File: src/rtl/demux_nxm_striper_pkg.sv
// Shared helpers for the N-channel round-robin byte striper:
// selector width derivation and flattened output indexing.
package demux_pkg;

    function automatic int clog2(input int n);
        int r;
        int v;
        r = 0;
        v = n - 1;
        while (v > 0) begin
            r++;
            v = v >> 1;
        end
        return r;
    endfunction

    // Selector is never narrower than one bit, even for degenerate fanouts.
    function automatic int sel_width(input int fanout);
        return (clog2(fanout) < 1) ? 1 : clog2(fanout);
    endfunction

    function automatic int idx(input int i, input int j, input int fanout);
        return i * fanout + j;
    endfunction

endpackage

File: src/rtl/demux_nxm_striper_demux1xn_rr.sv
// One input channel demuxed round-robin onto FANOUT registered byte outputs,
// with a shared lane-realign input that forces the next byte onto output 0.
module demux1xn_rr
    import demux_pkg::*;
#(
    parameter  int WIDTH  = 8,
    parameter  int FANOUT = 2,
    localparam int SEL_W  = sel_width(FANOUT)
) (
    input  logic                    clk,
    input  logic                    reset,
    input  logic [WIDTH-1:0]        in_data,
    input  logic                    in_valid,
    input  logic                    align,
    output logic [FANOUT*WIDTH-1:0] out_data,
    output logic [FANOUT-1:0]       out_valid,
    output logic [SEL_W-1:0]        sel,
    output logic [SEL_W-1:0]        sel_next
);

    localparam logic [SEL_W-1:0] LAST = SEL_W'(FANOUT - 1);

    logic [FANOUT-1:0][WIDTH-1:0] out_q, out_d;
    logic [FANOUT-1:0]            vld_q, vld_d;
    logic [SEL_W-1:0]             sel_q, sel_d;
    logic [SEL_W-1:0]             target;

    always_comb begin
        // NOTE: every variable gets a default before any branch, so no path leaves it unassigned and no latch is inferred.
        target = align ? '0 : sel_q;
        sel_d  = sel_q;
        out_d  = out_q;
        vld_d  = '0;
        if (in_valid) begin
            out_d[target] = in_data;
            vld_d[target] = 1'b1;
            // Explicit wrap so non-power-of-two fanouts never reach FANOUT.
            sel_d = (target == LAST) ? '0 : target + SEL_W'(1);
        end else if (align) begin
            sel_d = '0;
        end
    end

    // NOTE: the output byte registers are architectural state that must read zero out of reset, so they are reset like control flops.
    always_ff @(posedge clk or negedge reset) begin
        if (!reset) begin
            out_q <= '0;
            vld_q <= '0;
            sel_q <= '0;
        end else begin
            // NOTE: non-blocking assignments keep every flop sampling pre-edge values regardless of statement order.
            out_q <= out_d;
            vld_q <= vld_d;
            sel_q <= sel_d;
        end
    end

    assign out_data  = out_q;
    assign out_valid = vld_q;
    assign sel       = sel_q;
    assign sel_next  = sel_d;

    sel_in_range_a: assert property (@(posedge clk) disable iff (!reset) sel_q <= LAST);

endmodule

File: src/rtl/demux_nxm_striper.sv
// NUM_IN independent round-robin byte demuxes with a shared realign input and
// a registered flag raised when the channel selectors drift apart.
module demux_nxm_striper
    import demux_pkg::*;
#(
    parameter  int WIDTH  = 8,
    parameter  int NUM_IN = 2,
    parameter  int FANOUT = 2,
    localparam int SEL_W  = sel_width(FANOUT)
) (
    input  logic                           clk,
    input  logic                           reset,
    input  logic [NUM_IN*WIDTH-1:0]        in,
    input  logic [NUM_IN-1:0]              valid,
    input  logic                           align,
    output logic [NUM_IN*FANOUT*WIDTH-1:0] out,
    output logic [NUM_IN*FANOUT-1:0]       validout,
    output logic [NUM_IN*SEL_W-1:0]        sel,
    output logic                           skew
);

    logic [SEL_W-1:0] sel_nxt [NUM_IN];
    logic             skew_q, skew_d;

    for (genvar g = 0; g < NUM_IN; g++) begin : g_ch
        demux1xn_rr #(
            .WIDTH  (WIDTH),
            .FANOUT (FANOUT)
        ) u_ch (
            .clk       (clk),
            .reset     (reset),
            .in_data   (in[g*WIDTH +: WIDTH]),
            .in_valid  (valid[g]),
            .align     (align),
            .out_data  (out[idx(g, 0, FANOUT)*WIDTH +: FANOUT*WIDTH]),
            .out_valid (validout[idx(g, 0, FANOUT) +: FANOUT]),
            .sel       (sel[g*SEL_W +: SEL_W]),
            .sel_next  (sel_nxt[g])
        );
    end

    // Compare next-state selectors so the flag lines up with the registered sel.
    always_comb begin
        skew_d = 1'b0;
        for (int i = 1; i < NUM_IN; i++) begin
            if (sel_nxt[i] != sel_nxt[0]) skew_d = 1'b1;
        end
    end

    always_ff @(posedge clk or negedge reset) begin
        if (!reset) skew_q <= 1'b0;
        else        skew_q <= skew_d;
    end

    assign skew = skew_q;

endmodule

File: config.mk
export PLATFORM = sky130hd
export DESIGN_NAME = demux_nxm_striper
export DESIGN_NICKNAME = d
export VERILOG_FILES = /design/src/rtl/demux_nxm_striper_pkg.sv /design/src/rtl/demux_nxm_striper_demux1xn_rr.sv /design/src/rtl/demux_nxm_striper.sv
export SDC_FILE = /design/constraint.sdc
export NUM_CORES = 1
export LEC_CHECK = 0
export CORE_UTILIZATION = 47
export DETAILED_ROUTE_END_ITERATION = 8
export PLACE_DENSITY = 0.95
export SYNTH_ARGS = -nofsm -noshare
export SYNTH_HDL_FRONTEND = slang
export SYNTH_SLANG_ARGS = --single-unit
File: constraint.sdc
create_clock -name clk -period 3.1 [get_ports clk]
set_input_delay 0.62 -clock clk [delete_from_list [all_inputs] [get_ports clk]]
set_output_delay 0.62 -clock clk [all_outputs]
set_load 0.01 [all_outputs]
Word level (Yosys, flattened, before mapping)
Cells that the tools add are included.
W data, S select, Z words.

storage, ports and cells
  register bits after elaboration = 39
  input port bits = 21
  output and inout port bits = 39
  logic and storage cells = 37

operators by class
  add/subtract/negate cells = 2
  $lt $le $gt $ge = 4
  equality and inequality tests = 1
  mux-type cells = 19
  reduce and logical (&&, ||, !) cells = 2

operator list
  kind                   number
  $bwmux W16             2
  $demux W8 S1           2
  $mux W8                2
  $mux W1                9
  $lt A1 B2 Y1 const B   2
  $mux W2                2
  $add A1 B1 Y1 const B  2
  $demux W1 S1           2
  $ge A1 B1 Y1 const B   2
  $logic_and A1 B1 Y1    2
  $ne A1 B1 Y1           1

Longest topological paths before layout
  word-level depth = 6
  gate-level depth with buffers = 4
  mapped depth without buffers = 3

By module
Synthesis repeated with hierarchy kept, for this count alone.

unflattened totals
  cell total of the unflattened synthesis = 86
  area total of the unflattened synthesis = 1592.8 um^2

modules (own cells, without submodules)
  module             instances  cells each  area an instance (um^2)  sequential area each (um^2)
  demux1xn_rr        2          42          779.5                    475.5
  demux_nxm_striper  1          2           33.8                     25.0

Worst setup path after synthesis
OpenSTA, ideal clock, no wires.

  path type = in2reg
  from = input port align
  to = register g_ch[0].u_ch.out_q, in the netlist g_ch[0].u_ch.out_data[0]
  library setup time = 0.125 ns
  arrival = 1.362 ns
  required time = 2.975 ns
  setup slack = 1.613 ns
  cell stages on the path = 4
  buffers on the path = 1
  path through = nand2b_1 > ha_1 > buf_6 > mux2_4

on the way
  word-level cells in the longest chain between the ends = 6
  elaborated cells on any way between the ends = 7
  classes of those cells = 2 x order compare; 4 x mux; 1 x reduce/logical

RTL lines
  what                                                                RTL line                             RTL
  start: declaration                                                  demux_nxm_striper.sv:15              input logic align,
  $mux W1 *                                                           demux_nxm_striper_demux1xn_rr.sv:30  target = align ? '0 : sel_q;
  $lt A1 B2 Y1 (not written as such) or $ge A1 B1 Y1 (tied branches)  demux_nxm_striper_demux1xn_rr.sv:35  out_d[target] = in_data;
  $logic_and A1 B1 Y1 (not written as such)                           demux_nxm_striper_demux1xn_rr.sv:35
  $mux W8 (not written as such)                                       demux_nxm_striper_demux1xn_rr.sv:35
  $demux W8 S1 *                                                      --
  $bwmux W16 *                                                        demux_nxm_striper_demux1xn_rr.sv:35
  end signal: assignment                                              demux_nxm_striper_demux1xn_rr.sv:52  out_q <= out_d;
  end: declaration                                                    demux_nxm_striper_demux1xn_rr.sv:23  logic [FANOUT-1:0][WIDTH-1:0] out_q, out_d;

Every way passes the cells marked *; elsewhere a longest branch is shown, timed or not.
A chain may end at the register's enable or synchronous reset.

Final worst setup path
  from = register g_ch[0].u_ch.out_q, in the netlist g_ch[0].u_ch.out_data[6]
  to = output port out[6]

RTL lines
  what              RTL line                 RTL
  end: declaration  demux_nxm_striper.sv:16  output logic [NUM_IN*FANOUT*WIDTH-1:0] out,

No word-level cell between the ends.

==> tab_implementation.tex <==
\begin{tabular}{lr}
\hline
Metric & Value \\
\hline
\multicolumn{2}{l}{\textbf{Global route}} \\
Maximum number of pins on one net before global-route repair & 40 \\
Initial antenna violation count & 0 \\
Number of global-route vias before repair & 996 \\
Leftover overflow at the end of global routing & 0 \\
Total global-route track usage & 0.191 \\
First-pass GRT wire length & 4810 um \\
\multicolumn{2}{l}{\textbf{Timing}} \\
Final worst path period need & 1.93 ns \\
Worst slack on hold paths & 0.362 ns \\
Final setup violation count & 0 \\
Worst Clk Skew & 0.0148 ns \\
Maximum clock rate & 518 MHz \\
RSZ-0062 raised after global routing & false \\
Final TNS setup & 0 ns \\
Final Slew Violations & 0 \\
Worst Max-Slew Pin Slew & 0.827 ns \\
Final worst-path cycle share & 0.623 \\
Final Hold Vio Count & 0 \\
Worst relative slew slack & 0.449 \\
\multicolumn{2}{l}{\textbf{Pwr}} \\
P\_leak & 1.02 nW \\
Total power density per cell area & 649 nW/um2 \\
Total Power & 1.47 mW \\
Part of the power in registers & 0.462 \\
Worst voltage drop across the vdd grid & 0.344 mV \\
Switching power total & 0.384 mW \\
Clock power frac & 0.198 \\
Internal Power & 1.08 mW \\
Proportion of total power due to net switching & 0.262 \\
Gate power share & 0.340 \\
\multicolumn{2}{l}{\textbf{Place}} \\
DPL Wire Length & 2400 um \\
Number of port buffers & 59 \\
Final GP Congestion & 0.795 \\
Placed cell area & 2190 um2 \\
\multicolumn{2}{l}{\textbf{Worst setup path}} \\
Maximum fanout count along the critical path & 2 \\
Combined buffer and inverter count along the critical path & 1 \\
Worst path arrival time & 1.31 ns \\
Library cell contributing the largest single delay on the critical path & sky130\_fd\_sc\_hd\_\_clkdlybuf4s50\_1 \\
Critical setup path kind & reg -> out \\
Crit path required time & 2.48 ns \\
Element type at the critical path end & output port \\
Cell family with the largest share of critical-path delay & buffers and inverters \\
Longest individual stage delay on the worst path & 0.58 ns \\
Kind of start point of the critical path & flip-flop \\
Critical path cell sequence & clkdlybuf4s50\_1 \\
\multicolumn{2}{l}{\textbf{Synth}} \\
Part of the Yosys area used for sequential elements & 0.607 \\
Syn Std Cell Area & 1610 um2 \\
Number of warnings issued by yosys & 0 \\
Post-Syn Nets & 113 \\
Count of different cell masters after synthesis & 9 \\
Post-synthesis sequential element count & 39 \\
Gate count of the mapped netlist & 88 \\
Synthesized area per cell & 18.3 um2 \\
\multicolumn{2}{l}{\textbf{Route}} \\
Ratio of routed vias to standard cells & 4.69 \\
Total number of vias & 906 \\
Remaining number of nets flagged by the antenna check after routing & 0 \\
Wirelength, routed & 3270 um \\
Initial DRC Count & 23 \\
Wirelength per Cell & 16.9 um \\
Initial DRT Pass Iterations & 3 \\
Post-detailed-route DRC marker count & 0 \\
\multicolumn{2}{l}{\textbf{CTS}} \\
Number of buffers inserted during clock tree synthesis & 5 \\
Clock root buffer & sky130\_fd\_sc\_hd\_\_clkbuf\_4 \\
Clock-pin slew on the worst setup and hold paths & 0.12 ns \\
Number of resized instances in the post-cts repair step & 0 \\
Clock net sink count & 39 \\
Number of H-tree levels & 2 \\
Number of buffers inserted by post-CTS setup repair & 0 \\
CTS tree & built \\
Number of buffers inserted by hold repair at cts & 0 \\
Clk\_lat worst skew & 0.34 ns \\
Number of buffers between clock root and the deepest sink & 2 \\
\multicolumn{2}{l}{\textbf{Status}} \\
Run status & finished, final reports clean \\
\multicolumn{2}{l}{\textbf{Finish}} \\
Final core area utilization & 0.716 \\
Fill cell total of the finished layout & 222 \\
Post-synthesis to final-layout area growth & 40.4\% \\
Share of post-route cells with drive strength above 1 & 0.268 \\
Antenna Diode Count & 0 \\
NumNets Final & 173 \\
Leading cell type in the layout, fill and taps excluded & sky130\_fd\_sc\_hd\_\_clkdlybuf4s50\_1 \\
Most frequent cells in the layout & 58 x sky130\_fd\_sc\_hd\_\_clkdlybuf4s50\_1, 39 x sky130\_fd\_sc\_hd\_\_dfrtp\_1, 32 x sky130\_fd\_sc\_hd\_\_mux2\_4, 5 x sky130\_fd\_sc\_hd\_\_clkbuf\_4, 4 x sky130\_fd\_sc\_hd\_\_ha\_1 \\
Final Instance Area & 2260 um2 \\
\multicolumn{2}{l}{\textbf{Floorplan}} \\
Std-Cell Rows & 20 \\
Number of top-level pins & 60 \\
Chip height & 60.5 um \\
Effective utilization at floorplan & 0.510 \\
Die Wd & 60.5 um \\
Area enclosed by the die boundary & 3660 um2 \\
Area of the core & 3150 um2 \\
\multicolumn{2}{l}{\textbf{Hold path}} \\
Class of the worst hold path & in -> async \\
\multicolumn{2}{l}{\textbf{Run}} \\
Total of max-cap violations & 0 \\
\hline
\end{tabular}
-- stage by stage --
| step | cells | setup slack (ns) |
|---|---|---|
| after floorplan | 88 | 1.61 |
| after global placement | 185 | 0.879 |
| after detailed placement | 185 | 0.852 |
| after CTS | 193 | 1.18 |
| after global routing | 193 | 1.14 |
| final | 193 | 1.17 |
-- Yosys cell counts (all sizes together) --
cell / number / share of area
dfrtp: 39 / 0.61
mux2: 32 / 0.30
buf: 6 / 0.037
ha: 4 / 0.031
inv: 2 / 0.0047
nand2b: 2 / 0.0078
nor2b: 2 / 0.0078
xor2: 1 / 0.0054
-- power groups by stage --
stage	logic (mW)	clock network [mW]	registers (mW)
after global placement	0.488	0	0.680
after floorplan	0.186	0	0.724
final	0.498	0.289	0.677
after detailed placement	0.502	0	0.685
after global routing	0.526	0.317	0.687
after CTS	0.504	0.294	0.677
-- sequential cells by signal, summed over array words and instances (netlist names) --
signal               flops
skew                     1
g_ch.u_ch.out_data      32
g_ch.u_ch.out_valid      4
g_ch.u_ch.sel            2
-- routing by layer --
metal / GRT usage / vias up / part of all wire
met2: 0.330 / 23 / 0.55
met3: 0.0661 / 2 / 0.034
met4: 0.0682 / 0 / 0.0083
met1: 0.221 / 469 / 0.41
li1: - / 412 / -
met5: 0 / - / 0
-- cell families (layout without fill, tap and decap cells) --
logic type | Yosys count | in the layout | synth area share
xor+xnor | 1 | 1 | 0.00545
fa+ha+maj | 4 | 4 | 0.0311
buf+inv | 8 | 69 | 0.0420
flops | 39 | 39 | 0.607
mux | 32 | 32 | 0.299
simple gates | 4 | 4 | 0.0156
-- path summary, 6_finish.rpt --
| kind | slack, ns | end | start | depth (start not counted) |
|---|---|---|---|---|
| hold / removal | 0.36 | g_ch[0].u_ch.out_data[3]$_DFFE_PN0P_ | reset | 1 |
| max in group asynchronous | 2.20 | g_ch[1].u_ch.out_data[10]$_DFFE_PN0P_ | reset | 1 |
| hold reg to reg | 0.52 | g_ch[1].u_ch.out_data[10]$_DFFE_PN0P_ | g_ch[1].u_ch.out_data[10]$_DFFE_PN0P_ | 1 |
| min in group clk | 0.52 | g_ch[1].u_ch.out_data[10]$_DFFE_PN0P_ | g_ch[1].u_ch.out_data[10]$_DFFE_PN0P_ | 1 |
| setup reg to reg | 1.59 | g_ch[1].u_ch.out_data[11]$_DFFE_PN0P_ | g_ch[1].u_ch.sel$_DFF_PN0_ | 3 |
| setup / recovery | 1.17 | out[6] | g_ch[0].u_ch.out_data[6]$_DFFE_PN0P_ | 1 |
-- layout make-up --
class / count / area (um2) / area share
clock buffer: 8 / 68.8 / 0.0305
inverter: 2 / 7.51 / 0.00333
multi-input combinational: 41 / 564 / 0.250
tap: 44 / 55.1 / 0.0244
timing repair buffer: 59 / 586 / 0.259
sequential: 39 / 976 / 0.432
Power figures use the tool's default switching activity.
